===== src/rtl/window_peak_tracker.sv =====
// window_peak_tracker
// Tracks the largest signed sample, with its timestamp and a sample count,
// over each search window marked by i_active. The result of each window is
// held for a valid/ready consumer. A window that starts while a result is
// still held is dropped and flagged with a single o_drop pulse.

module window_peak_tracker #(
    parameter int DATA_WIDTH = 16,
    parameter int CTR_WIDTH  = 22,
    parameter int NCNT_WIDTH = 8
) (
    input  logic                  i_clk,
    input  logic                  i_nrst,
    input  logic                  i_ce,
    input  logic [DATA_WIDTH-1:0] i_sample,
    input  logic [CTR_WIDTH-1:0]  i_ctr,
    input  logic                  i_active,
    output logic [DATA_WIDTH-1:0] o_peak,
    output logic [CTR_WIDTH-1:0]  o_peak_time,
    output logic [NCNT_WIDTH-1:0] o_count,
    output logic                  o_valid,
    input  logic                  i_ready,
    output logic                  o_drop
);

    typedef enum logic [1:0] {
        ST_IDLE  = 2'd0,
        ST_TRACK = 2'd1,
        ST_HOLD  = 2'd2
    } state_t;

    localparam logic [DATA_WIDTH-1:0] MOST_NEG = {1'b1, {(DATA_WIDTH-1){1'b0}}};
    localparam logic [DATA_WIDTH-1:0] DATA_ZERO = {DATA_WIDTH{1'b0}};
    localparam logic [CTR_WIDTH-1:0]  CTR_ZERO  = {CTR_WIDTH{1'b0}};
    localparam logic [NCNT_WIDTH-1:0] CNT_ZERO  = {NCNT_WIDTH{1'b0}};
    localparam logic [NCNT_WIDTH-1:0] CNT_ONE   = {{(NCNT_WIDTH-1){1'b0}}, 1'b1};
    localparam logic [NCNT_WIDTH-1:0] CNT_MAX   = {NCNT_WIDTH{1'b1}};

    // Count increment that sticks at the all-ones value instead of wrapping.
    function automatic logic [NCNT_WIDTH-1:0] sat_inc(input logic [NCNT_WIDTH-1:0] v);
        logic [NCNT_WIDTH-1:0] r;
        if (v == CNT_MAX) begin
            r = v;
        end else begin
            r = v + CNT_ONE;
        end
        return r;
    endfunction

    state_t                  state_r;
    state_t                  state_next_s;
    logic                    active_d_r;
    logic                    rise_s;
    logic                    fall_s;
    logic                    start_s;
    logic                    take_s;
    logic                    load_s;
    logic                    release_s;
    logic                    drop_s;
    logic                    new_max_s;
    logic [DATA_WIDTH-1:0]   max_r;
    logic [CTR_WIDTH-1:0]    time_r;
    logic [NCNT_WIDTH-1:0]   cnt_r;

    assign rise_s = i_active & ~active_d_r;
    assign fall_s = ~i_active & active_d_r;

    // Delayed copy of the window level for edge detection.
    always_ff @(posedge i_clk or negedge i_nrst) begin
        if (!i_nrst) begin
            active_d_r <= 1'b0;
        end else begin
            active_d_r <= i_active;
        end
    end

    // State register.
    always_ff @(posedge i_clk or negedge i_nrst) begin
        if (!i_nrst) begin
            state_r <= ST_IDLE;
        end else begin
            state_r <= state_next_s;
        end
    end

    // Next-state decode; a held result blocks new windows until it is accepted.
    always_comb begin
        state_next_s = state_r;
        case (state_r)
            ST_IDLE: begin
                if (rise_s) begin
                    state_next_s = ST_TRACK;
                end else begin
                    state_next_s = ST_IDLE;
                end
            end
            ST_TRACK: begin
                if (fall_s) begin
                    if (cnt_r != CNT_ZERO) begin
                        state_next_s = ST_HOLD;
                    end else begin
                        state_next_s = ST_IDLE;
                    end
                end else begin
                    state_next_s = ST_TRACK;
                end
            end
            ST_HOLD: begin
                if (i_ready) begin
                    if (rise_s) begin
                        state_next_s = ST_TRACK;
                    end else begin
                        state_next_s = ST_IDLE;
                    end
                end else begin
                    state_next_s = ST_HOLD;
                end
            end
            default: begin
                state_next_s = ST_IDLE;
            end
        endcase
    end

    // Per-state control strobes driving the datapath and output registers.
    always_comb begin
        start_s   = 1'b0;
        take_s    = 1'b0;
        load_s    = 1'b0;
        release_s = 1'b0;
        drop_s    = 1'b0;
        case (state_r)
            ST_IDLE: begin
                start_s = rise_s;
            end
            ST_TRACK: begin
                take_s = i_ce & i_active & ~fall_s;
                load_s = fall_s & (cnt_r != CNT_ZERO);
            end
            ST_HOLD: begin
                release_s = i_ready;
                start_s   = i_ready & rise_s;
                drop_s    = ~i_ready & rise_s;
            end
            default: begin
                start_s = 1'b0;
            end
        endcase
    end

    // The first sample of a window always wins, so an all-minimum window still
    // records the timestamp of its first sample; afterwards only a strictly
    // larger sample replaces the peak, keeping the earliest of equal values.
    assign new_max_s = (cnt_r == CNT_ZERO) || ($signed(i_sample) > $signed(max_r));

    // Running peak, its timestamp and the sample count of the open window.
    always_ff @(posedge i_clk or negedge i_nrst) begin
        if (!i_nrst) begin
            max_r  <= DATA_ZERO;
            time_r <= CTR_ZERO;
            cnt_r  <= CNT_ZERO;
        end else if (start_s) begin
            if (i_ce) begin
                max_r  <= i_sample;
                time_r <= i_ctr;
                cnt_r  <= CNT_ONE;
            end else begin
                max_r  <= MOST_NEG;
                time_r <= time_r;
                cnt_r  <= CNT_ZERO;
            end
        end else if (take_s) begin
            cnt_r <= sat_inc(cnt_r);
            if (new_max_s) begin
                max_r  <= i_sample;
                time_r <= i_ctr;
            end else begin
                max_r  <= max_r;
                time_r <= time_r;
            end
        end else begin
            max_r  <= max_r;
            time_r <= time_r;
            cnt_r  <= cnt_r;
        end
    end

    // Result registers: loaded only when a non-empty window closes.
    always_ff @(posedge i_clk or negedge i_nrst) begin
        if (!i_nrst) begin
            o_peak      <= DATA_ZERO;
            o_peak_time <= CTR_ZERO;
            o_count     <= CNT_ZERO;
            o_valid     <= 1'b0;
        end else if (load_s) begin
            o_peak      <= max_r;
            o_peak_time <= time_r;
            o_count     <= cnt_r;
            o_valid     <= 1'b1;
        end else if (release_s) begin
            o_valid     <= 1'b0;
        end else begin
            o_valid     <= o_valid;
        end
    end

    // One-cycle flag for a window lost behind an unaccepted result.
    always_ff @(posedge i_clk or negedge i_nrst) begin
        if (!i_nrst) begin
            o_drop <= 1'b0;
        end else begin
            o_drop <= drop_s;
        end
    end

endmodule


===== config.mk =====
export PLATFORM = sky130hd
export DESIGN_NAME = window_peak_tracker
export DESIGN_NICKNAME = d
export VERILOG_FILES = /design/src/rtl/window_peak_tracker.sv
export SDC_FILE = /design/constraint.sdc
export NUM_CORES = 1
export LEC_CHECK = 0
export ABC_AREA = 1
export CAP_MARGIN = 20
export CORE_MARGIN = 1.5
export CORE_UTILIZATION = 61
export DETAILED_ROUTE_END_ITERATION = 6
export DONT_BUFFER_PORTS = 1
export PLACE_DENSITY = 0.87
export SLEW_MARGIN = 0
export SYNTH_ARGS = -nofsm -noshare
export SYNTH_HDL_FRONTEND = slang
export SYNTH_SLANG_ARGS = --single-unit

===== constraint.sdc =====
create_clock -name i_clk -period 4.14 [get_ports i_clk]
set_input_delay 0.621 -clock i_clk [delete_from_list [all_inputs] [get_ports i_clk]]
set_output_delay 0.621 -clock i_clk [all_outputs]
set_load 0.03 [all_outputs]

==> results of run 1 <==
[final timing paths]
path,endpoint,cells after the start
max,max_r[8]$_DFFE_PN0P_,12
min,o_peak[2]$_DFFE_PN0P_,1
max reg2reg,max_r[8]$_DFFE_PN0P_,12
min reg2reg,time_r[0]$_DFFE_PN0P_,2
max in group asynchronous,time_r[0]$_DFFE_PN0P_,1
min in group i_clk,active_d_r$_DFF_PN0_,0
[per-stage QoR]
step                      std cells  instance area [um^2]  setup slack (ps)
after CTS                       541                  4591              1039
after detailed placement        524                  4363             882.2
final                           542                  4611              1062
after global routing            542                  4611             660.8
after global placement          524                  4363             972.4
after floorplan                 447                  4314              2023
[synth_stat cells]
| library cell | instances | share of area, % |
|---|---|---|
| nand2_1 | 117 | 10 |
| dfrtp_1 | 97 | 56 |
| o21ai_0 | 59 | 6.8 |
| inv_1 | 38 | 3.3 |
| nand4_1 | 26 | 3.8 |
| mux2_2 | 24 | 6.3 |
| ha_1 | 18 | 5.2 |
| a21oi_1 | 11 | 1.3 |
| clkbuf_1 | 11 | 0.96 |
| nor2_1 | 11 | 0.96 |
| buf_2 | 9 | 1.0 |
| nand3_1 | 8 | 0.93 |
| nor3_1 | 5 | 0.58 |
| nor4_1 | 2 | 0.29 |
| a21o_1 | 1 | 0.17 |
| clkbuf_2 | 1 | 0.12 |
| nand2_2 | 1 | 0.15 |
| nand3_2 | 1 | 0.23 |
| nor2_2 | 1 | 0.15 |
| o211ai_1 | 1 | 0.17 |
| o21ai_1 | 1 | 0.12 |
| o21ai_2 | 1 | 0.20 |
| o21bai_1 | 1 | 0.17 |
| o31ai_4 | 1 | 0.49 |
| or2_2 | 1 | 0.15 |
[cell families (layout without fill, tap and decap cells)]
group / after synthesis / in the layout / share of synthesized area (%)
buffers and inverters: 59 / 58 / 5.423
AND/OR/NAND/NOR: 173 / 173 / 17.37
adder cells (fa/ha/maj): 18 / 18 / 5.221
flip-flops: 97 / 97 / 56.26
AO/OA/AOI/OAI: 76 / 76 / 9.455
multiplexers: 24 / 24 / 6.265
[layer usage]
metal  vias up  track usage, %  wire length (um)
met2        97           42.35              4393
met1      1517           30.01              3751
li1       1477               -                 -
met4         0           10.10               235
met5         -               0                 0
met3        21           5.403               531
[flip-flops by register name, summed over array words and instances (netlist names), 2 cells and up]
| name | count |
|---|---|
| o_count | 8 |
| state_r | 2 |
| o_peak | 16 |
| time_r | 22 |
| cnt_r | 8 |
| o_peak_time | 22 |
| max_r | 16 |
[power by group]
| part | internal (W) | switching [W] |
|---|---|---|
| logic | 0.000375 | 0.000600 |
| clock network | 0.000289 | 0.000354 |
| registers | 0.00134 | 0.000669 |
[what timing repair did]
action / in CTS / in global routing
hold buffers: 1 / 0
setup endpoints to repair: 0 / 0
endpoints found under the hold margin: 97 / 0
[worst max-delay path, cell delays in order, from the launching register on]
cell and delay [ps]:
dfrtp_1 350, inv_1 70, ha_1 330, nand2_1 100
nor3_1 290, nand2_1 110, nand2_1 70, nand2_1 50
nand2_1 50, nand2_1 90, nand2_2 370, nand2_1 650
o21ai_0 440
[cell type report]
cell class | instances | area, um^2 | area share [%]
Clock buffer | 10 | 127.6 | 2.768
Clock inverter | 6 | 72.57 | 1.574
Inverter | 38 | 142.6 | 3.094
Multi-Input combinational cell | 291 | 1658 | 35.96
Sequential cell | 97 | 2427 | 52.65
Tap cell | 96 | 120.1 | 2.605
Timing Repair Buffer | 4 | 62.56 | 1.357
[cell usage in the layout, fill, tap and decap left out, types with 2 or more instances in the layout]
master,count
nand2_1,117
dfrtp_1,97
o21ai_0,59
inv_1,38
nand4_1,26
mux2_2,24
ha_1,18
a21oi_1,11
nor2_1,11
clkbuf_8,9
nand3_1,7
nor3_1,5
inv_6,4
nand3_2,2
nor4_1,2
buf_4,2
==> impl_results.md, run 1 <==
* Via Count at slightly above 3k
* Detailed Route WL at ~8.9 mm
* P per Cell Area at 786.9 nW/um^2
* Final core utilization at 67.49%
* MaxCap Viol Count at 0
* Worst-path clk slew at 100 ps
* PnR Total Power at around 0.0036 W
* Num CTS Buffers at 9
* Mapped Area at around 4300 um^2
* Routed vias/inst at 5.742
* GPL Wtd Cong at ~0.83
* Rel. slew slack at ~31%
* TritonCTS clock tree: built
* Post-route ant nets at 0
* Cts repair resizes at 0
* Reg2reg setup slack at 1060 ps
* Clock Tree Root: clkbuf_8
* Tightest Hold Check Type: input pin to async pin
* Yosys warning total at 0
* F_max at around 0.32 GHz
* Worst-skew pair later-pin latency at 360 ps
* Critical Path AT at approximately 3300 ps
* Yosys reg bits at 97
* Final Hold Vio Count at 0
* # setup viols final at 0
* Worst-margin pin slew at about 1000 ps
* Port Buffer Count at 0
* First-pass GRT wire length at ~14 mm
* Period utilisation layout at between 70% and 80%
* Area grow syn2layout at 6.873%
* NumNets Final at 502
* Ports at 91
* Worst Setup SP: max_r[15]$_DFFE_PN0P_
* RSZ-0062 raised after global routing: no
* Initial antenna violation count at 0
* Vias in the first global route at around 3.0k
* Distinct cells, synth at 25
* Dpl hpwl at between 5 and 6 mm
* Pins Over Slew Limit at 0
* GR Util All Layers at approximately a quarter
* Critical path peak fanout at 31
* Mean Syn Cell Area at 9.651 um^2
* Die Wd at roughly 87 um
* Overflow left after global routing at 0
* Final worst clock skew at around 16 ps
* Synth Instances at 447
* Die area at between 7000 and 8000 um^2
* Drt pass-1 iters at 4
* Crit Path Category: register to register
* Crit end category: register
* R2R Path Start: max_r[15]$_DFFE_PN0P_
* Postcts setup bufs at 0
* Critical path required time at roughly 4400 ps
* Drt wl/cell at 16.44 um
* Largest net degree at the start of global routing at 98
* Outcome: complete, no violations
* Clk sink count at 97
* Sequential area share after synthesis at between 50% and 60%
* Die span in y at ~87 um
* Site Rows at 30
* Worst Setup Start Kind: register
* Worst vdd ir at ~0.00034 V
* Initial Utilization at a little over three fifths
* Drc violations at 0
* Leakage at around 2.3 nW
* Setup TNS at 0 ps
* Share of layout cells above drive strength 1 at around 11%
* Starting DRT DRC Count at a little over 200
* Final min period at 3078 ps
* Fill count at 513
* # H-tree levels at 3
* Area of the core at 6832 um^2
* Post-Syn Nets at between 500 and 600
* Hold_ws at 166.8 ps
* Antenna fix cells at 0
* Longest Clk Path Bufs at 2
No activity file was read; power rests on OpenSTA's default activity.
==> run 2, diff against run 1 <==
CORE_UTILIZATION = 57   (was 61)
PLACE_DENSITY = 0.85   (was 0.87)
clock period = 2.46 ns   (was 4.14 ns; I/O delays follow)
==> run 2 against run 1 <==
Effect of this change: the run now ends with hold timing left; power grew 71%; final cell count grew 1.3%; wire length grew 0.54%; global-route usage shrank 1.8 points; die area grew 6.8%; largest cell class unchanged; largest power group unchanged.
==> impl_results.md, run 2 (synthesis results as in run 1) <==
* Outcome: finished, violations left
* Failing checks: hold timing
* Final Worst Setup Slack at about 260 ps
* Crit end category: register
* Largest delay share family, worst path: simple AND/OR/NAND/NOR gates
* Crit Path Category: register to register
* Antenna fix cells at 0
* Drc violations at 0
* DP Cell Count at 532
* P per Cell Area at ~1300 nW/um^2
* Overflow left after global routing at 0
* Drt pass-1 iters at 4
* GR Util All Layers at roughly 23%
* Die area at just over 8000 um^2
* Site Rows at 31
* Non-filler instance count after layout at around 550
* Biggest regs: o_peak_time x22, time_r x22
* Postcts setup bufs at 0
* Dpl hpwl at between 6 and 7 mm
* TritonCTS clock tree: built
* Initial Utilization at between 50% and 60%
* Clk sink count at 97
* Die Wd at ~90 um
* Drt wl/cell at ~16 um
* Post-route ant nets at 0
* Worst-path clk slew at about 110 ps
* Reg2reg setup slack at 260 ps
* Clock Tree Root: clkbuf_8
* Port Buffer Count at 0
* # H-tree levels at 3
* Share of layout cells above drive strength 1 at 12.22%
* Final worst clock skew at 18.74 ps
* Leakage at between 2 and 2.5 nW
* Die span in y at roughly 90 um
* Initial antenna violation count at 0
* Slowest CP cell: dfrtp_1
* Worst-margin pin slew at around 990 ps
* Ports at between 90 and 100
* Cell Chain, Critical Path: inv_1 -> ha_1 -> nand2_1 -> nor3_1 -> nand2_1 -> nand2_1 -> nand2_1 -> nand2_1 -> nand2_1 -> nand2_2 -> nand2_1 -> buf_4 -> nand2_1 -> o21ai_0
* Most common cell after layout, fill and taps aside: nand2_1
* Fill count at ~590
* Worst vdd ir at 0.0007066 V
* Max incr delay on CP at 360 ps
* Placed Area at between 4000 and 5000 um^2
* FF/Latch Area at approximately 2400 um^2
* Area grow syn2layout at 7.889%
* Footprint of the multi-input gates at 1670 um^2
* Crit path buf inv count at 2
* Detailed Route WL at approximately 9 mm
* Vias in the first global route at 3130
* Tightest Hold Check Type: input pin to async pin
* GPL Wtd Cong at just over 0.8
* Period utilisation layout at approximately nine tenths
* Cell mode on critical path: nand2_1
* NumNets Final at a little over 500
* RSZ-0062 raised after global routing: no
* Cts repair resizes at 0
* Num CTS Buffers at 9
* Worst Setup Start Kind: register
* Rel. slew slack at 33.55%
* # setup viols final at 0
* Longest Clk Path Bufs at 2
* Setup TNS at 0 ps
* Cell area after layout at 4654 um^2
* Worst-skew pair later-pin latency at roughly 360 ps
* Critical path required time at 2680 ps
* Largest net degree at the start of global routing at 98
* First-pass GRT wire length at between 10 and 15 mm
* Pins Over Slew Limit at 0
* Placement Setup Slack at around 210 ps
* Starting DRT DRC Count at 210
* Via Count at a little over 3k
* F_max at around 0.46 GHz
* Area of the core at approximately 7300 um^2
* Final Hold Vio Count at slightly below 100
* Final min period at 2197 ps
* Commonest cells after routing, fill and taps aside: nand2_1 (117), dfrtp_1 (97), o21ai_0 (59)
* Critical Path AT at approximately 2400 ps
* MaxCap Viol Count at 0
* Hold_ws at -302.4 ps
* Critical path peak fanout at 31
* Routed vias/inst at between 5 and 6
run 2: cell count changes in the layout (fill, tap and decap cells not counted), sizes merged:
| cell | change |
|---|---|
| buf | +3 |
| bufinv | +1 |
| clkinv | +1 |
| clkbuf | -1 |
| o31ai | +1 |
| inv | -1 |
run 2: area by class of cell:
type / instances / share of cell area [%]
well taps: 99 / 2.661
multi-input cells: 292 / 35.89
clock inverters: 7 / 2.177
clock buffers: 9 / 2.661
flip-flops and latches: 97 / 52.15
inverters: 38 / 3.065
repair buffers: 7 / 1.398
run 2: final timing paths:
check | endpoint | startpoint | cells after the start
min | time_r[2]$_DFFE_PN0P_ | i_nrst | 0
min in group i_clk | active_d_r$_DFF_PN0_ | i_active | 0
max in group asynchronous | time_r[5]$_DFFE_PN0P_ | i_nrst | 0
max reg2reg | max_r[14]$_DFFE_PN0P_ | max_r[15]$_DFFE_PN0P_ | 14
max | max_r[14]$_DFFE_PN0P_ | max_r[15]$_DFFE_PN0P_ | 14
min reg2reg | time_r[17]$_DFFE_PN0P_ | time_r[17]$_DFFE_PN0P_ | 2
run 2: layer usage:
layer / track usage (%) / routed length [um]
met3: 4.992 / 465
met5: 0 / 0
met2: 38.13 / 4364
met4: 8.333 / 97
met1: 29.14 / 4033
run 2: metrics by stage:
stage,total power [W],util [%]
6_report,0.006190,63.83
3_3_place_gp,0.004927,60.57
2_1_floorplan,0.004601,-
3_5_place_dp,0.005056,60.57
4_1_cts,0.006212,63.66
5_1_grt,0.006634,63.83
run 2: power breakdown:
| part | total, W | internal (W) | switching, W |
|---|---|---|---|
| clock network | 0.00115 | 0.000585 | 0.000568 |
| logic | 0.00166 | 0.000664 | 0.000994 |
| registers | 0.00338 | 0.00226 | 0.00112 |
| total | 0.00619 | 0.00351 | 0.00268 |
run 2: worst reg2reg max path, cell delays in order (launching register included):
cell	delay [ps]
dfrtp_1	360
inv_1	60
ha_1	330
nand2_1	100
nor3_1	290
nand2_1	120
nand2_1	70
nand2_1	40
nand2_1	50
nand2_1	70
nand2_2	90
nand2_1	50
buf_4	240
nand2_1	100
o21ai_0	90
==> run 3, diff against run 2 <==
CELL_PAD_IN_SITES_DETAIL_PLACEMENT = 2   (was unset)
CELL_PAD_IN_SITES_GLOBAL_PLACEMENT = 2   (was unset)
CORE_UTILIZATION = 35   (was 57)
==> run 3 against run 2 <==
Effect of this change: the run still ends with hold timing left; global-route usage fell by 3.4 points; worst setup slack improved by 16 ps; clock skew fell by 13 ps; wire length rose by 29%; critical endpoint is now max_r[6]$_DFFE_PN0P_; sequential share of layout area fell by 1.6 points; critical path type unchanged.
==> impl_results.md, run 3 (synthesis results as in run 1) <==
* Non-filler instance count after layout at around 600
* Hold_ws at -280.3 ps
* Drt wl/cell at just under 20 um
* GR Util All Layers at just under 20%
* Cell area after layout at 4797 um^2
* Die Wd at ~110 um
* Largest net degree at the start of global routing at about 100
* TritonCTS clock tree: built
* MaxCap Viol Count at 0
* Worst-path clk slew at roughly 60 ps
* Die area at between 10000 and 15000 um^2
* Drt pass-1 iters at 4
* Fill count at ~1.3k
* Leakage at roughly 2.3 nW
* P per Cell Area at around 1400 nW/um^2
* Placed Area at 4484 um^2
* Drc violations at 0
* Critical Path AT at about 2400 ps
* Critical path peak fanout at 31
* Worst Setup Start Kind: register
* NumNets Final at ~500
* Routed vias/inst at approximately 5.3
* RSZ-0062 raised after global routing: no
* Rel. slew slack at 71.40%
* Final min period at around 2200 ps
* Starting DRT DRC Count at about 120
* Crit end category: register
* Overflow left after global routing at 0
* Vias in the first global route at 3613
* Clock power frac at 22.1%
* R2R Path Start: max_r[1]$_DFFE_PN0P_
* Comb power frac at a little over a quarter
* Clk sink count at 97
* Period utilisation layout at 88.67%
* # H-tree levels at 3
* NetSw at ~0.0028 W
* Num CTS Buffers at 9
* GPL Wtd Cong at roughly 0.75
* Area of the core at 12010 um^2
* Most common cell after layout, fill and taps aside: nand2_1
* Longest Clk Path Bufs at 2
* Outcome: finished, violations left
* Sw Share at 42.26%
* Cell mode on critical path: nand2_1
* Final worst clock skew at 5.419 ps
* Crit Path Category: register to register
* Clock Tree Root: clkbuf_16
* Setup TNS at 0 ps
* Area grow syn2layout at 11.19%
* Detailed Route WL at around 12 mm
* Dpl hpwl at 7.976 mm
* First-pass GRT wire length at about 19 mm
* Crit path buf inv count at 2
* Worst vdd ir at ~0.00045 V
* FF/Latch Area at ~2400 um^2
* Footprint of the multi-input gates at about 1700 um^2
* Worst-margin pin slew at about 430 ps
* Biggest regs: o_peak_time x22, time_r x22
* Final Hold Vio Count at between 90 and 100
* Tightest Hold Check Type: input pin to async pin
* Commonest cells after routing, fill and taps aside: nand2_1 (117), dfrtp_1 (97), o21ai_0 (59)
* F_max at roughly 0.46 GHz
* Reg power frac at 51.4%
* Int Pwr at 0.003836 W
* Worst-skew pair later-pin latency at ~350 ps
* Initial Utilization at between 30% and 40%
* Slowest CP cell: dfrtp_1
* Site Rows at 40
* Port Buffer Count at 0
* Die span in y at around 110 um
* Post-route ant nets at 0
* Max incr delay on CP at around 360 ps
* Critical path required time at 2670 ps
* # setup viols final at 0
* Failing checks: hold timing
* Worst Setup SP: max_r[1]$_DFFE_PN0P_
* Pins Over Slew Limit at 0
* Share of layout cells above drive strength 1 at 11.33%
* Antenna fix cells at 0
* Cell Chain, Critical Path: inv_1 -> ha_1 -> nand2_1 -> nand2_1 -> nand2_1 -> nand2_1 -> nand2_1 -> nand2_1 -> nand2_1 -> nand2_1 -> nand2_1 -> nand2_1 -> nand2_1 -> nand2_2 -> nand2_1 -> buf_6 -> o21ai_0
* Initial antenna violation count at 0
* Ports at between 90 and 100
* Via Count at 3166
* DP Cell Count at about 580
* Largest delay share family, worst path: simple AND/OR/NAND/NOR gates
-- run 3: cell types whose count changed in the layout (fill, tap and decap cells not counted) --
cell	delta
buf_4	-1
inv_6	-2
buf_6	+2
clkbuf_16	+9
inv_8	-1
clkbuf_1	+4
o31ai_2	-1
clkbuf_8	-9
clkinvlp_4	-1
-- run 3: area by class of cell --
cell class	count	share of cell area, %
tap	147	3.834
timing repair buffer	8	1.669
multi-input combinational	291	34.56
clock inverter	3	1.356
sequential	97	50.60
inverter	38	2.973
clock buffer	13	5.008
-- run 3: power groups by stage --
stage               sequential [W]  combinational, W  clock (W)
floorplan                  0.00328           0.00132          0
global placement           0.00340           0.00162          0
detailed placement         0.00345           0.00177          0
global route               0.00349           0.00207    0.00157
CTS                        0.00342           0.00180    0.00152
finish                     0.00341           0.00176    0.00147
-- run 3: timing repair --
action | in CTS | in global routing
endpoints found under the setup margin | 0 | 12
setup buffers | 0 | 0
endpoints found under the hold margin | 97 | 97
resized for setup | 0 | 2
-- run 3: metal layers --
layer	vias to the layer above	global-route usage, %	wire length [um]
met5	-	0	0
met4	0	7.833	225
met3	17	4.198	453
met2	55	34.62	6133
met1	1609	22.69	4773
li1	1485	-	-
-- run 3: path summary, 6_finish.rpt --
check                                             endpoint  depth (start not counted)  slack [ps]
worst max-delay path                  max_r[6]$_DFFE_PN0P_                         17         280
worst min-delay path                  max_r[9]$_DFFE_PN0P_                          0        -280
worst max register to register        max_r[6]$_DFFE_PN0P_                         17         280
worst min register to register       time_r[6]$_DFFE_PN0P_                          2         470
max in group asynchronous       o_peak_time[5]$_DFFE_PN0P_                          0        2600
min in group i_clk                    active_d_r$_DFF_PN0_                          0          50
-- run 3: stage by stage --
stage | setup WS [ps] | total power (W) | util, %
3_5_place_dp | 244.7 | 0.005224 | 37.33
2_1_floorplan | 594.6 | 0.004601 | -
6_report | 278.7 | 0.006644 | 39.94
5_1_grt | 13.21 | 0.007138 | 39.94
4_1_cts | 151.1 | 0.006745 | 39.88
3_3_place_gp | 358.0 | 0.005012 | 37.33
-- run 3: worst register-to-register path: stages (launching register included) --
cell     delay (ps)
dfrtp_1         360
inv_1            60
ha_1            290
nand2_1          90
nand2_1          70
nand2_1          80
nand2_1          80
nand2_1          80
nand2_1          70
nand2_1          80
nand2_1          60
nand2_1          60
nand2_1          50
nand2_1          70
nand2_2          70
nand2_1          80
buf_6           240
o21ai_0         150
